===== src/rtl/disp_pkg.sv =====
// Shared constants and FSM encoding for the display read buffer.
// Defaults describe a 320x240 RGB565 frame held in SDRAM.
package disp_pkg;
    localparam int DISP_DW          = 16;
    localparam int DISP_AW          = 22;
    localparam int DISP_DEPTH       = 64;
    localparam int DISP_BURST_LEN   = 8;
    localparam int DISP_FRAME_BASE  = 0;
    localparam int DISP_FRAME_WORDS = 76800;

    typedef enum logic [2:0] {
        S_IDLE,
        S_REQ,
        S_DATA,
        S_FLUSH,
        S_DONE
    } rd_state_e;
endpackage


===== src/rtl/disp_sync_fifo.sv =====
// Purpose: single-clock RAM FIFO with synchronous clear and registered read port.
// Latency: rddb valid one cycle after a pop is sampled; a write is visible in usedw next cycle.
// Backpressure: writes while full are dropped, pops while empty (or during clr) are ignored.
module disp_sync_fifo #(
    parameter int DW    = 16,
    parameter int DEPTH = 64
) (
    input  logic                     clk,
    input  logic                     rst,
    input  logic                     clr,
    input  logic                     wr,
    input  logic [DW-1:0]            wr_dat,
    input  logic                     rd,
    output logic [DW-1:0]            rddb,
    output logic [$clog2(DEPTH):0]   usedw,
    output logic                     empty,
    output logic                     full
);
    localparam int PW = $clog2(DEPTH);

    logic [DW-1:0] mem [DEPTH];
    logic [PW:0]   wr_ptr_q, wr_ptr_d;
    logic [PW:0]   rd_ptr_q, rd_ptr_d;
    logic [DW-1:0] rddb_q, rddb_d;
    logic          wr_en, rd_en;

    assign usedw = wr_ptr_q - rd_ptr_q;
    assign empty = (usedw == '0);
    assign full  = (usedw == (PW+1)'(DEPTH));
    assign rddb  = rddb_q;

    // Emptiness is judged before this cycle's write, so a pop racing the first write is refused.
    assign wr_en = wr & ~clr & ~full;
    assign rd_en = rd & ~clr & ~empty;

    always_comb begin
        wr_ptr_d = wr_ptr_q;
        rd_ptr_d = rd_ptr_q;
        rddb_d   = rddb_q;
        if (clr) begin
            wr_ptr_d = '0;
            rd_ptr_d = '0;
        end else begin
            if (wr_en) wr_ptr_d = wr_ptr_q + (PW+1)'(1);
            if (rd_en) begin
                rd_ptr_d = rd_ptr_q + (PW+1)'(1);
                rddb_d   = mem[rd_ptr_q[PW-1:0]];
            end
        end
    end

    always_ff @(posedge clk) begin
        if (wr_en) mem[wr_ptr_q[PW-1:0]] <= wr_dat;
    end

    always_ff @(posedge clk or posedge rst) begin
        if (rst) begin
            wr_ptr_q <= '0;
            rd_ptr_q <= '0;
            rddb_q   <= '0;
        end else begin
            wr_ptr_q <= wr_ptr_d;
            rd_ptr_q <= rd_ptr_d;
            rddb_q   <= rddb_d;
        end
    end
endmodule


===== src/rtl/disp_rd_buf.sv =====
// Purpose: keeps the LCD pixel FIFO topped up by walking the frame buffer in fixed SDRAM bursts.
// Latency: rddb one cycle after a sampled pop; a new request one cycle after space opens up.
// Backpressure: a burst is requested only when it fits; sdr_rd_req is held until sdr_rd_ack.
module disp_rd_buf
    import disp_pkg::*;
#(
    parameter int DW          = DISP_DW,
    parameter int AW          = DISP_AW,
    parameter int DEPTH       = DISP_DEPTH,
    parameter int BURST_LEN   = DISP_BURST_LEN,
    parameter int FRAME_BASE  = DISP_FRAME_BASE,
    parameter int FRAME_WORDS = DISP_FRAME_WORDS
) (
    input  logic                     clk,
    input  logic                     rst,
    input  logic                     rdfifo_clr,
    input  logic                     rdfifo_rdreq,
    output logic [DW-1:0]            rdfifo_rddb,
    output logic                     sdr_rd_req,
    output logic [AW-1:0]            sdr_rd_addr,
    input  logic                     sdr_rd_ack,
    input  logic                     sdr_rd_valid,
    input  logic [DW-1:0]            sdr_rd_data,
    output logic [$clog2(DEPTH):0]   usedw,
    output logic                     underflow
);
    localparam int PW = $clog2(DEPTH);
    localparam int CW = $clog2(BURST_LEN) + 1;

    // One extra address bit so a frame ending exactly at 2^AW still compares correctly.
    localparam logic [AW:0]   ADDR_BASE = (AW+1)'(FRAME_BASE);
    localparam logic [AW:0]   ADDR_END  = (AW+1)'(FRAME_BASE + FRAME_WORDS);
    localparam logic [AW:0]   ADDR_STEP = (AW+1)'(BURST_LEN);
    localparam logic [PW:0]   FILL_MAX  = (PW+1)'(DEPTH - BURST_LEN);
    localparam logic [CW-1:0] LAST_BEAT = CW'(BURST_LEN - 1);

    rd_state_e     state_q, state_d;
    logic [AW:0]   fetch_addr_q, fetch_addr_d;
    logic [AW-1:0] req_addr_q, req_addr_d;
    logic [CW-1:0] beat_cnt_q, beat_cnt_d;
    logic          flush_pend_q, flush_pend_d;
    logic          underflow_q, underflow_d;

    logic          fifo_wr, fifo_empty, fifo_full;
    logic [AW:0]   addr_inc;

    assign addr_inc = fetch_addr_q + ADDR_STEP;

    always_comb begin
        state_d      = state_q;
        fetch_addr_d = fetch_addr_q;
        req_addr_d   = req_addr_q;
        beat_cnt_d   = beat_cnt_q;
        flush_pend_d = flush_pend_q;
        fifo_wr      = 1'b0;

        case (state_q)
            S_IDLE: begin
                if (!rdfifo_clr && (fetch_addr_q < ADDR_END) && (usedw <= FILL_MAX)) begin
                    req_addr_d   = fetch_addr_q[AW-1:0];
                    flush_pend_d = 1'b0;
                    state_d      = S_REQ;
                end
            end
            S_REQ: begin
                // A request cannot be withdrawn; remember the clear and drop its data later.
                if (rdfifo_clr) flush_pend_d = 1'b1;
                if (sdr_rd_ack) state_d = (rdfifo_clr || flush_pend_q) ? S_FLUSH : S_DATA;
            end
            S_DATA: begin
                if (sdr_rd_valid) begin
                    fifo_wr = ~fifo_full;
                    if (beat_cnt_q == LAST_BEAT) begin
                        beat_cnt_d   = '0;
                        fetch_addr_d = addr_inc;
                        state_d      = (addr_inc == ADDR_END) ? S_DONE : S_IDLE;
                    end else begin
                        beat_cnt_d = beat_cnt_q + CW'(1);
                        if (rdfifo_clr) state_d = S_FLUSH;
                    end
                end else if (rdfifo_clr) begin
                    state_d = S_FLUSH;
                end
            end
            S_FLUSH: begin
                if (sdr_rd_valid) begin
                    if (beat_cnt_q == LAST_BEAT) begin
                        beat_cnt_d = '0;
                        state_d    = S_IDLE;
                    end else begin
                        beat_cnt_d = beat_cnt_q + CW'(1);
                    end
                end
            end
            S_DONE: ;
            default: state_d = S_IDLE;
        endcase

        // Frame restart overrides the burst bookkeeping above; a finished frame rearms here.
        if (rdfifo_clr) begin
            fetch_addr_d = ADDR_BASE;
            if (state_d == S_DONE) state_d = S_IDLE;
        end
    end

    assign underflow_d = rdfifo_clr ? 1'b0 : (underflow_q | (rdfifo_rdreq & fifo_empty));

    always_ff @(posedge clk or posedge rst) begin
        if (rst) begin
            state_q      <= S_IDLE;
            fetch_addr_q <= ADDR_BASE;
            req_addr_q   <= ADDR_BASE[AW-1:0];
            beat_cnt_q   <= '0;
            flush_pend_q <= 1'b0;
            underflow_q  <= 1'b0;
        end else begin
            state_q      <= state_d;
            fetch_addr_q <= fetch_addr_d;
            req_addr_q   <= req_addr_d;
            beat_cnt_q   <= beat_cnt_d;
            flush_pend_q <= flush_pend_d;
            underflow_q  <= underflow_d;
        end
    end

    assign sdr_rd_req  = (state_q == S_REQ);
    assign sdr_rd_addr = req_addr_q;
    assign underflow   = underflow_q;

    disp_sync_fifo #(
        .DW    (DW),
        .DEPTH (DEPTH)
    ) u_fifo (
        .clk    (clk),
        .rst    (rst),
        .clr    (rdfifo_clr),
        .wr     (fifo_wr),
        .wr_dat (sdr_rd_data),
        .rd     (rdfifo_rdreq),
        .rddb   (rdfifo_rddb),
        .usedw  (usedw),
        .empty  (fifo_empty),
        .full   (fifo_full)
    );
endmodule

===== config.mk =====
export PLATFORM = sky130hd
export DESIGN_NAME = disp_rd_buf
export DESIGN_NICKNAME = d
export VERILOG_FILES = /design/src/rtl/disp_pkg.sv /design/src/rtl/disp_sync_fifo.sv /design/src/rtl/disp_rd_buf.sv
export SDC_FILE = /design/constraint.sdc
export NUM_CORES = 1
export LEC_CHECK = 0
export ABC_CLOCK_PERIOD_IN_PS = 9700
export BUFFER_PORTS_ARGS = -buffer_cell sky130_fd_sc_hd__buf_2
export CAP_MARGIN = 25
export CORE_MARGIN = 1
export CORE_UTILIZATION = 55
export CTS_BUF_LIST = sky130_fd_sc_hd__clkbuf_4
export DETAILED_ROUTE_END_ITERATION = 16
export PLACE_DENSITY = 0.76
export SYNTH_ARGS = -nofsm -noshare
export SYNTH_HDL_FRONTEND = slang
export SYNTH_SLANG_ARGS = --single-unit

===== constraint.sdc =====
create_clock -name clk -period 9.7 [get_ports clk]
set_clock_uncertainty 0.15 [all_clocks]
set_input_delay 0.97 -clock clk [delete_from_list [all_inputs] [get_ports clk]]
set_output_delay 0.97 -clock clk [all_outputs]
set_load 0.1 [all_outputs]

==> summary.txt, run 1 <==
Power and ir drop
  – Leakage: 15.8 nW
  – Worst vdd ir: 0.000147 V
  – Power density over the cells: 224 mW/mm^2
  – Power Total: 10.8 mW

GRT
  – Total global routing overflow: 0
  – Overall routing resource usage: 0.260
  – Initial antenna violation count: 3
  – Pin count of the biggest net entering global routing: 100
  – Most used routing layer in global routing: met2
  – GR Layer Usage met1: 0.362
  – First-pass GRT wire length: 148000 um
  – Grt met2 use: 0.390
  – Met3 usage in global routing: 0.0695
  – Vias in the first global route: 23.3k

Synthesis
  – Synth unique cells: 68
  – Post-Syn Instances: 2140
  – Syn_area_per_cell: 20.1 sq um
  – Synthesized cell area: 0.0429 sq mm
  – Synthesized flop and latch total: 1102
  – Synth warn: 0
  – Number of synthesized flops with an enable pin: 1024
  – Seq/Total Area, Yosys: 0.762
  – Post-synth top flop: edfxtp_1
  – Asr flop ratio synth: 0.0708

Floorplanning
  – Row count: 102
  – Io pins: 69
  – Die ar.: 0.0792 sq mm
  – Die Y: 281 um
  – Die extent in x: 281 um
  – Core box area: 0.0773 sq mm
  – Starting Density: 0.555

STA
  – Post-route minimum period: 6.03 ns
  – Period utilization: 0.621
  – Slew HR: 0.271
  – Worst slew pin tran: 1.07 ns
  – # setup viols final: 0
  – RSZ-0062 raised after global routing: no
  – Setup TNS Final: 0 ns
  – Max Fclk: 166 MHz
  – Pins Over Slew Limit: 0
  – Hold WS: 0.104 ns
  – Final-report hold violation count: 0

Final layout
  – Fillers: 5263
  – Share of cells above drive strength 1: 0.331
  – Multi-input logic area: 0.00965 sq mm
  – Synth-to-Final Area Change: 12.4%
  – Total Nets Final: 2521
  – Finished Layout Cells: 3691
  – Fin area: 0.0482 sq mm
  – FF/Latch Area: 0.0327 sq mm

Critical path
  – Crit start category: register
  – CP cell instances: clkinv_1, fa_1, a21o_1, a21oi_1, nand4b_1, and3_1, inv_2, a21boi_4, nand4_1, nor2_1, buf_6
  – Max stage delay on crit path: 0.96 ns
  – Critical path type: register to register
  – Reg2Reg Setup Slack: 3.67 ns
  – Worst setup EP type: register
  – Slowest CP cell: nor2_1
  – CP Max Fanout: 35
  – Worst EP arrival: 6.65 ns
  – Req. time, crit path: 10.32 ns

Worst hold path
  – Worst min path class: primary input to register

Flow run
  – Max cap viols: 0

Drt
  – Detailed-route via count: 23.2k
  – Post-route DRC violation count: 0
  – Post-Route WL: 101000 um
  – Drt first-iter violations: 2683
  – DR WL/cell: 27.4 um
  – Vias per Instance: 6.29
  – Detail Route Antenna Nets: 0
  – TritonRoute pass-1 iters: 6

CTS
  – Root Driver: clkbuf_4
  – Clock Pin Slew Worst Setup and Hold Paths: 0.07 ns
  – Worst skew pair latency: 1.08 ns
  – CTS Buf Count: 285
  – CTS tree: done
  – Clock Path Buffers: 4
  – H-tree lvl count: 5
  – CTS Sinks: 1102
  – Post-cts resize count: 0

Placement
  – # port buffers: 65
  – Placed insts: 3236
  – Area after DPL: 0.0449 sq mm
  – Dpl hpwl: 59200 um
  – Placer Congestion: 0.942

Status
  – Outcome: finished clean
-- synthesized netlist by cell type (21+ instances only) --
library cell | number | area [sq um]
o21ai_0 | 21 | 105
dfrtp_1 | 78 | 1950
mux4_2 | 256 | 5770
nand2_1 | 96 | 360
o22ai_1 | 55 | 344
a22oi_1 | 22 | 165
buf_2 | 34 | 170
nor3_1 | 26 | 130
a21oi_1 | 40 | 200
clkbuf_1 | 67 | 251
edfxtp_1 | 1024 | 30700
nand3_1 | 31 | 155
nor2_1 | 125 | 469
-- layout make-up --
class,count,area share
flip-flops and latches,1102,0.678
multi-input cells,903,0.200
well taps,1040,0.0270
diodes,5,0.000259
clock inverters,53,0.00589
clock buffers,392,0.0610
repair buffers,178,0.0264
inverters,18,0.00143
-- cells by family after synthesis --
logic type / after synthesis / synth area share
xor+xnor: 28 / 0.00571
simple gates: 354 / 0.0379
buf+inv: 137 / 0.0138
flops: 1102 / 0.762
compound gates: 232 / 0.0382
other cells: 1 / 0.0000874
fa+ha+maj: 11 / 0.00338
mux: 275 / 0.139
-- per-stage QoR --
| stage | utilization | setup WS (ns) |
|---|---|---|
| after CTS | 0.623 | 3.74 |
| after global routing | 0.624 | 3.46 |
| after floorplan | - | 4.26 |
| final | 0.624 | 3.67 |
| after detailed placement | 0.581 | 3.79 |
| after global placement | 0.580 | 3.69 |
-- timing repair --
item | CTS | global route
hold buffers | 1 | 1
endpoints found under the hold margin | 1 | 13
buffers inserted | 0 | 0
-- registers in the layout (all words and copies together), names as in the netlist --
signal,flops
u_fifo.mem,1024
fetch_addr_q,20
sdr_rd_addr,19
u_fifo.rddb,16
u_fifo.rd_ptr_q,7
u_fifo.wr_ptr_q,7
beat_cnt_q,4
state_q,3
flush_pend_q,1
underflow,1
-- report_power, final --
group	leakage [nW]	internal [mW]	switching [mW]
Clock	1.95	1.93	1.74
Combinational	3.60	0.652	1.19
Sequential	10.2	5.25	0.0743
Total	15.8	7.83	3.00
-- worst paths after layout --
kind                                         start  depth (start not counted)                  to
worst max-delay path            u_fifo.rd_ptr_q[1]                         11   u_fifo.mem[53][1]
worst min-delay path                  sdr_rd_valid                          3          state_q[1]
worst max register to register  u_fifo.rd_ptr_q[1]                         11   u_fifo.mem[53][1]
worst min register to register     sdr_rd_addr[20]                          1     sdr_rd_addr[20]
max in group asynchronous                      rst                          5  u_fifo.rd_ptr_q[1]
min in group asynchronous                      rst                          4     sdr_rd_addr[20]
-- worst max-delay path, delay by kind of cell (launching register included) --
family / cells / cell delay (ns)
AND/OR/NAND/NOR: 4 / 2.23
AO/OA/AOI/OAI: 3 / 0.76
buffers and inverters: 3 / 1.15
flip-flops: 1 / 0.76
adder cells (fa/ha/maj): 1 / 0.69
-- cells in the final DEF (no fill, tap or decap), types with 14 or more instances in the layout --
| cell | n |
|---|---|
| edfxtp_1 | 1024 |
| clkbuf_4 | 392 |
| mux4_2 | 256 |
| nor2_1 | 121 |
| buf_4 | 101 |
| nand2_1 | 96 |
| dfrtp_1 | 75 |
| buf_2 | 65 |
| o22ai_1 | 55 |
| a21oi_1 | 40 |
| clkinv_1 | 40 |
| nand3_1 | 31 |
| nor3_1 | 26 |
| a22oi_1 | 22 |
| o21ai_0 | 21 |
| xnor2_1 | 15 |
| o32ai_1 | 15 |
| mux2_2 | 15 |
| inv_1 | 14 |
| a211oi_1 | 14 |
| nand4_1 | 14 |
-- layer usage --
metal,up-vias,part of all wire
met4,2,0.035
met5,-,0.00014
met1,11900,0.39
li1,9676,-
met2,1385,0.47
met3,213,0.10
(Power assumes the default switching activity.)
==> inputs of run 2 (changes only) <==
Settings changed: ABC_CLOCK_PERIOD_IN_PS 9700 to 4960, PLACE_DENSITY 0.76 to 0.79.
Clock period 9.7 ns to 4.96 ns, I/O delays scaled along.
==> summary.txt, run 2 (synthesized netlist as in run 1, its figures left out) <==
Status
  – Outcome: finished clean

Critical path
  – CP Max Fanout: 7 (-80%)
  – CP cell instances: inv_1, ha_1, inv_1, fa_1, a21o_1, a21oi_1, o21ai_0, and3_1, inv_2, buf_2
  – Crit-path most repeated cell: inv_1
  – Critical path type: register to output pin
  – Worst setup EP type: output pin
  – Req. time, crit path: 4.31 ns (-6.01 ns)
  – Crit start category: register
  – Max stage delay on crit path: 0.48 ns (-0.48 ns)
  – Slowest CP cell: buf_2
  – Worst EP arrival: 3.88 ns (-2.77 ns)
  – Crit path max-delay family: buffers and inverters
  – CP bufs+invs: 4 (+1)

Placement
  – Dpl hpwl: 60700 um (+2.5%)
  – # port buffers: 65 (unchanged)
  – Placer Congestion: 0.952 (+1.0%)

GRT
  – Overall routing resource usage: 0.265 (+0.00536)
  – Vias in the first global route: 24.4k (+4.8%)
  – Initial antenna violation count: 3 (unchanged)
  – Total global routing overflow: 0 (unchanged)
  – First-pass GRT wire length: 152000 um (+2.5%)
  – Pin count of the biggest net entering global routing: 100 (unchanged)

Power and ir drop
  – Sw Pwr: 5.98 mW (+99%)
  – Gate power share: 0.172 (+0.002)
  – Power density over the cells: 443 mW/mm^2 (+97%)
  – Leakage: 16.1 nW (+2.0%)
  – Clock power frac: 0.350 (+0.011)
  – Reg power frac: 0.478 (-0.013)
  – Worst vdd ir: 0.000242 V (+65%)
  – Sw Share: 0.276 (-0.000999)
  – Int Pwr: 15.7 mW (+100%)

CTS
  – Worst skew pair latency: 1.07 ns (about the same)
  – Root Driver: clkbuf_4
  – Post-CTS Setup Bufs: 0 (unchanged)
  – Post-cts resize count: 0 (unchanged)
  – Clock Path Buffers: 4 (unchanged)
  – H-tree lvl count: 5 (unchanged)
  – CTS tree: done
  – CTS Buf Count: 285 (unchanged)
  – Post-cts hold buffer count: 26 (+25)
  – CTS Sinks: 1102 (unchanged)
  – Clock Pin Slew Worst Setup and Hold Paths: 0.07 ns (about the same)

STA
  – # setup viols final: 0 (unchanged)
  – RSZ-0062 raised after global routing: no
  – Max Fclk: 221 MHz
  – Period utilization: 0.913
  – Slew HR: 0.336 (+0.0645)
  – Setup TNS Final: 0 ns (unchanged)
  – Worst slew pin tran: 0.988 ns (-0.0774 ns)
  – Hold WS: 0.222 ns (+0.118 ns)
  – Final-report hold violation count: 0 (unchanged)
  – Post-route minimum period: 4.53 ns
  – Pins Over Slew Limit: 0 (unchanged)

Final layout
  – Share of cells above drive strength 1: 0.336 (+0.00448)
  – Commonest non-fill, non-tap cell in the layout: edfxtp_1
  – Synth-to-Final Area Change: 13.9%
  – Commonest cells after routing, fill and taps aside: edfxtp_1 (1024), clkbuf_4 (414), mux4_2 (256)
  – Number of flip-flops in the largest register: 1024 (unchanged)
  – Total Nets Final: 2557 (+1.4%)

Floorplanning
  – Io pins: 69 (unchanged)
  – Die ar.: 0.0792 sq mm (unchanged)
  – Die extent in x: 281 um (unchanged)
  – Row count: 102 (unchanged)
  – Die Y: 281 um (unchanged)
  – Starting Density: 0.555 (unchanged)
  – Core box area: 0.0773 sq mm (unchanged)

Drt
  – Vias per Instance: 6.36 (+1.2%)
  – Post-route DRC violation count: 0 (unchanged)
  – Detail Route Antenna Nets: 0 (unchanged)
  – Post-Route WL: 103000 um (+1.9%)
  – Detailed-route via count: 23.9k (+3.1%)
  – DR WL/cell: 27.4 um (about the same)
  – WL met2: 48700 um (+1.9%)
  – TritonRoute pass-1 iters: 6 (unchanged)
  – Met1 WL: 38400 um (-2.3%)
  – Met3 WL post-DR: 11900 um (+14%)
  – Drt first-iter violations: 3073 (+15%)
  – Highest metal used: met4

Worst hold path
  – Worst min path class: primary input to register

Flow run
  – Max cap viols: 0 (unchanged)
[run 2: power groups by stage]
| stage | Combinational [mW] | Clock [mW] | Sequential [mW] |
|---|---|---|---|
| CTS | 3.72 | 7.68 | 10.3 |
| detailed placement | 3.69 | 0 | 10.5 |
| global placement | 3.61 | 0 | 10.5 |
| finish | 3.72 | 7.57 | 10.3 |
| global route | 3.91 | 8.15 | 10.3 |
| floorplan | 2.25 | 0 | 11.0 |
[run 2: worst register-to-register path, cell delays in order, from the launching register on]
cell and delay, ns:
dfrtp_1 0.46, inv_1 0.17, ha_1 0.19, inv_1 0.06, fa_1 0.42, a21o_1 0.18
a21oi_1 0.31, nand4b_1 0.16, and3_1 0.20, inv_2 0.11, a21boi_4 0.31, nand3_1 0.71
nor2_1 0.32, buf_4 0.32
[run 2: per-stage QoR]
step	setup slack, ns	area (sq um)	power (mW)	std cells	utilization
2_1_floorplan	0.177	43000	13.2	2142	-
5_1_grt	0.219	48900	22.4	3760	0.632
3_3_place_gp	0.712	45000	14.1	3245	0.582
4_1_cts	0.381	48900	21.7	3755	0.632
6_report	0.434	48900	21.6	3760	0.632
3_5_place_dp	0.670	45100	14.2	3251	0.583
[run 2: path summary, 6_finish.rpt]
kind	startpoint	endpoint	slack, ns	cells past startpoint
max	u_fifo.wr_ptr_q[0]	usedw[6]	0.43	10
min	sdr_rd_valid	beat_cnt_q[1]	0.22	6
max reg2reg	u_fifo.wr_ptr_q[0]	u_fifo.mem[17][6]	0.53	13
min reg2reg	sdr_rd_addr[18]	sdr_rd_addr[18]	0.33	1
max in group asynchronous	rst	sdr_rd_addr[17]	3.16	5
min in group asynchronous	rst	u_fifo.rddb[1]	0.46	4
[run 2: cell type report]
class | instances | area, sq um
Clock buffer | 414 | 3110
Inverter | 18 | 68.8
Multi-Input combinational cell | 903 | 9670
Sequential cell | 1102 | 32700
Tap cell | 1040 | 1300
Clock inverter | 64 | 382
Antenna cell | 5 | 12.5
Fill cell | 5220 | 28500
Timing Repair Buffer | 214 | 1620
[run 2: metal layers]
metal | global-route usage | vias to the layer above
met5 | 0 | -
met4 | 0.125 | 0
met3 | 0.0699 | 261
met2 | 0.400 | 1751
met1 | 0.365 | 12100
li1 | - | 9796
